File: src/rtl/msk_round_ctrl.sv
// Round sequencer for a masked block-cipher datapath: loads input shares, steps
// NROUNDS rounds through a LAT-cycle masked pipeline gated by fresh randomness.
module msk_round_ctrl #(
    parameter int NROUNDS = 10,
    parameter int LAT     = 4,
    localparam int RW     = (NROUNDS > 1) ? $clog2(NROUNDS) : 1
) (
    input  logic          clk,
    input  logic          rst_n,
    input  logic          start,
    output logic          ready,
    input  logic          clear,
    input  logic          rnd_valid,
    output logic          rnd_req,
    output logic          en_load,
    output logic          en_round,
    output logic          pipe_en,
    output logic [RW-1:0] round_idx,
    output logic          last_round,
    output logic          out_valid,
    input  logic          out_ready
);

    localparam int LW = (LAT > 1) ? $clog2(LAT) : 1;

    localparam logic [RW-1:0] ROUND_MAX = RW'(NROUNDS - 1);
    localparam logic [LW-1:0] LAT_MAX   = LW'(LAT - 1);

    localparam logic [1:0] S_IDLE = 2'd0;
    localparam logic [1:0] S_LOAD = 2'd1;
    localparam logic [1:0] S_CALC = 2'd2;
    localparam logic [1:0] S_DONE = 2'd3;

    logic [1:0]    state;
    logic [1:0]    state_nx;
    logic [LW-1:0] lat_cnt;
    logic          is_last;
    logic          step;

    // The pipeline only advances on cycles that also consume a fresh mask.
    assign is_last    = (round_idx == ROUND_MAX);
    assign step       = (state == S_CALC) && rnd_valid && !clear;

    assign ready      = (state == S_IDLE);
    assign en_load    = (state == S_LOAD) && !clear;
    assign rnd_req    = step;
    assign pipe_en    = step;
    assign en_round   = step && (lat_cnt == LAT_MAX);
    assign last_round = (state == S_CALC) && is_last;
    assign out_valid  = (state == S_DONE) && !clear;

    always_comb begin
        state_nx = state;
        case (state)
            S_IDLE:  if (start) state_nx = S_LOAD;
            S_LOAD:  state_nx = S_CALC;
            S_CALC:  if (en_round && is_last) state_nx = S_DONE;
            S_DONE:  if (out_ready) state_nx = S_IDLE;
            default: state_nx = S_IDLE;
        endcase
        if (clear) state_nx = S_IDLE;
    end

    always_ff @(posedge clk or negedge rst_n) begin
        if (!rst_n) begin
            state <= S_IDLE;
        end else begin
            state <= state_nx;
        end
    end

    // round_idx stays at the final round through DONE so the result can be tagged.
    always_ff @(posedge clk or negedge rst_n) begin
        if (!rst_n) begin
            lat_cnt   <= '0;
            round_idx <= '0;
        end else if (clear || (state == S_LOAD)) begin
            lat_cnt   <= '0;
            round_idx <= '0;
        end else if (step) begin
            if (lat_cnt == LAT_MAX) begin
                lat_cnt <= '0;
                if (!is_last) round_idx <= round_idx + 1'b1;
            end else begin
                lat_cnt <= lat_cnt + 1'b1;
            end
        end
    end

endmodule

File: config.mk
export PLATFORM = sky130hd
export DESIGN_NAME = msk_round_ctrl
export DESIGN_NICKNAME = d
export VERILOG_FILES = /design/src/rtl/msk_round_ctrl.sv
export SDC_FILE = /design/constraint.sdc
export NUM_CORES = 1
export LEC_CHECK = 0
export BUFFER_PORTS_ARGS = -buffer_cell sky130_fd_sc_hd__buf_4
export CAP_MARGIN = 20
export CORE_AREA = 2 2 39 41
export DETAILED_ROUTE_END_ITERATION = 12
export DIE_AREA = 0 0 41 43
export GPL_TIMING_DRIVEN = 0
export PLACE_DENSITY = 0.68
export SYNTH_ARGS = -nofsm -noshare
export SYNTH_HDL_FRONTEND = slang
export SYNTH_SLANG_ARGS = --single-unit
File: constraint.sdc
create_clock -name clk -period 5.2 [get_ports clk]
set_clock_uncertainty 0.2 [all_clocks]
set_input_delay 1.04 -clock clk [delete_from_list [all_inputs] [get_ports clk]]
set_output_delay 1.04 -clock clk [all_outputs]
set_load 0.005 [all_outputs]
==> metrics.cfg <==
[place]
portBuffers=16
place_congestion=0.724
place_hpwl_um=774
dp_cells=89

[sta]
timing.fmax_mhz=340
period_share_pct=56.6
hold_slack_ps=331
slew_headroom_pct=80.7
finalSetupViolations=0
drv_slew=0
finalHoldViolCount=0
tightest_slew_ps=289
finalCriticalPeriod_ps=2940
setup_tns_ps=0
rsz0062_at_grt=no

[drt]
vias=439
drt-total-wl_um=949
viasPerCell=4.77
drc=0
drtPass1Iterations=3
ant_nets=0
wl_per_cell_um=10.3
drt_iter0_drc=1

[clock_tree]
postCtsResizedCells=0
postCtsHoldBufs=0
root_buffer=clkbuf_4
ctsHtreeMaxLevel=1
clk_pin_slew_ps=60
post_cts_buffers=0
cts_buffer_depth=2
cts_tree=yes
insertion_delay_ps=250
numCtsBuffers=3
cts_sinks=8

[global_route]
grt_overflow_total=0
grtUsageTotal_pct=13.2
grt_max_degree=9
first_global_vias=398
antenna_found_initial=0
grt_pass1_wl_mm=1.58

[setup_path]
critPathLaunch=clear
startpoint_type=input pin
ff2ff_path_depth=7
setup.worst_path.end_class=output port
required_ps=3960
critPathMaxFanout=7
worstPathArrival_ps=1700
r2r_setup_slack_ps=3310
critPathKind=input pin to output port
endpoint=rnd_req
r2r-start=state[0]
reg2reg_to=state[1]

[job]
max_cap_viol_count=0

[floorplan]
ios=17
die_h_um=43
dieArea_um2=1760
coreArea_um2=1380
initial_core_util_pct=38.4
rows=14
fp.dieW_um=41

[hold_path]
hold_start=lat_cnt[1]
hold_path.class=flip-flop to flip-flop

[pwr]
vdd_drop_max_v=0.000255
power_density_nw_per_um2=313
power.leakage_nw=0.374

[logic_synthesis]
synth-seq-cells=8
syn_nets=70
synth_edf_count=0
synth.area.top_cells=dfrtp_1, ha_1, inv_1
syn-mean-instance-area_um2=9.33
yosysUniqueCellTypes=25
syn-cell-area_um2=532
async_flop_share_pct=100
synth_top_area_share_pct=37.6
yosysTopAreaCell=dfrtp_1
synth_flop_cell=dfrtp_1
synthTopCellsByCount=dfrtp_1, ha_1, inv_1, nor2_1, a21oi_1
postSynthCellCount=57
synth_most_common_cell=dfrtp_1
yosysSeqAreaShare_pct=37.6
ys_warn_count=0

[run_status]
outcome=completed

[finish]
drive_gt1_share_pct=31.6
area_delta_synth_final_pct=30.6
final_cells=92
fillCellCount=134
diodes=0
fin_nets=91

## cell type report
type | instances | area [um2] | area share, %
Sequential cell | 8 | 200 | 28.8
Tap cell | 16 | 20.0 | 2.88
Timing Repair Buffer | 16 | 120 | 17.3
Inverter | 7 | 26.3 | 3.78
Clock buffer | 3 | 22.5 | 3.24
Buffer | 3 | 18.8 | 2.70
Multi-Input combinational cell | 39 | 287 | 41.3
## where the power goes
group	internal [mW]	switching (mW)
sequential	0.0706	0.00879
clock	0.0264	0.0210
combinational	0.0467	0.0436
total	0.144	0.0735
## sequential cells by signal, summed over array words and instances, names as in the netlist
signal	count
lat_cnt	2
round_idx	4
state	2
## worst max-delay path, cell delays in order
cell and delay, ps:
buf_4 130, nand3b_1 210, inv_1 120, buf_4 110, buf_4 90
## per-stage QoR
step	instance area [um2]	setup WS, ps	power, mW	util [%]
final	694	2260	0.217	50.2
after global routing	694	2210	0.238	50.2
after CTS	694	2260	0.222	50.2
after detailed placement	672	2260	0.172	48.6
after global placement	672	2260	0.171	48.6
after floorplan	532	2510	0.138	-
## logic make-up (layout without fill, tap and decap cells)
| kind of cell | Yosys count | in the layout | share of synthesized area (%) |
|---|---|---|---|
| adder cells (fa/ha/maj) | 7 | 7 | 16.5 |
| AO/OA/AOI/OAI | 11 | 11 | 13.4 |
| buffers and inverters | 10 | 29 | 8.47 |
| AND/OR/NAND/NOR | 19 | 19 | 20.7 |
| flip-flops | 8 | 8 | 37.6 |
| XOR/XNOR | 2 | 2 | 3.29 |
## per-layer routing
metal / up-vias / wire (um) / part of all wire, % / track usage [%]
met1: 193 / 430 / 45 / 17.0
li1: 229 / - / - / -
met4: 0 / 14 / 1.5 / 6.00
met2: 15 / 450 / 47 / 19.1
met3: 2 / 53 / 5.6 / 4.71
met5: - / 0 / 0 / 0
## placed cells by master, fill, tap and decap left out
master,instances
or3_1,1
xnor2_1,1
o22ai_1,1
a211oi_1,2
clkbuf_4,3
nor3_1,1
nand3b_1,1
inv_1,7
dfrtp_1,8
xor2_1,1
a21oi_1,4
o21ai_0,2
nand4_1,1
nor2_1,6
or2_2,1
and4b_1,1
ha_1,7
nand2_1,2
buf_4,18
and2b_1,2
a31o_2,1
a21boi_2,1
or3b_1,1
and2_1,1
and3b_1,1
clkbuf_1,1
## worst min-delay path by stage
stage	cells past startpoint	slack, ps	to
after floorplan	2	310	lat_cnt[1]
after global placement	2	320	lat_cnt[1]
after detailed placement	2	330	lat_cnt[1]
after CTS	2	330	lat_cnt[1]
after global routing	2	360	lat_cnt[1]
final	2	330	lat_cnt[1]
No activity file was read; power rests on OpenSTA's default activity.
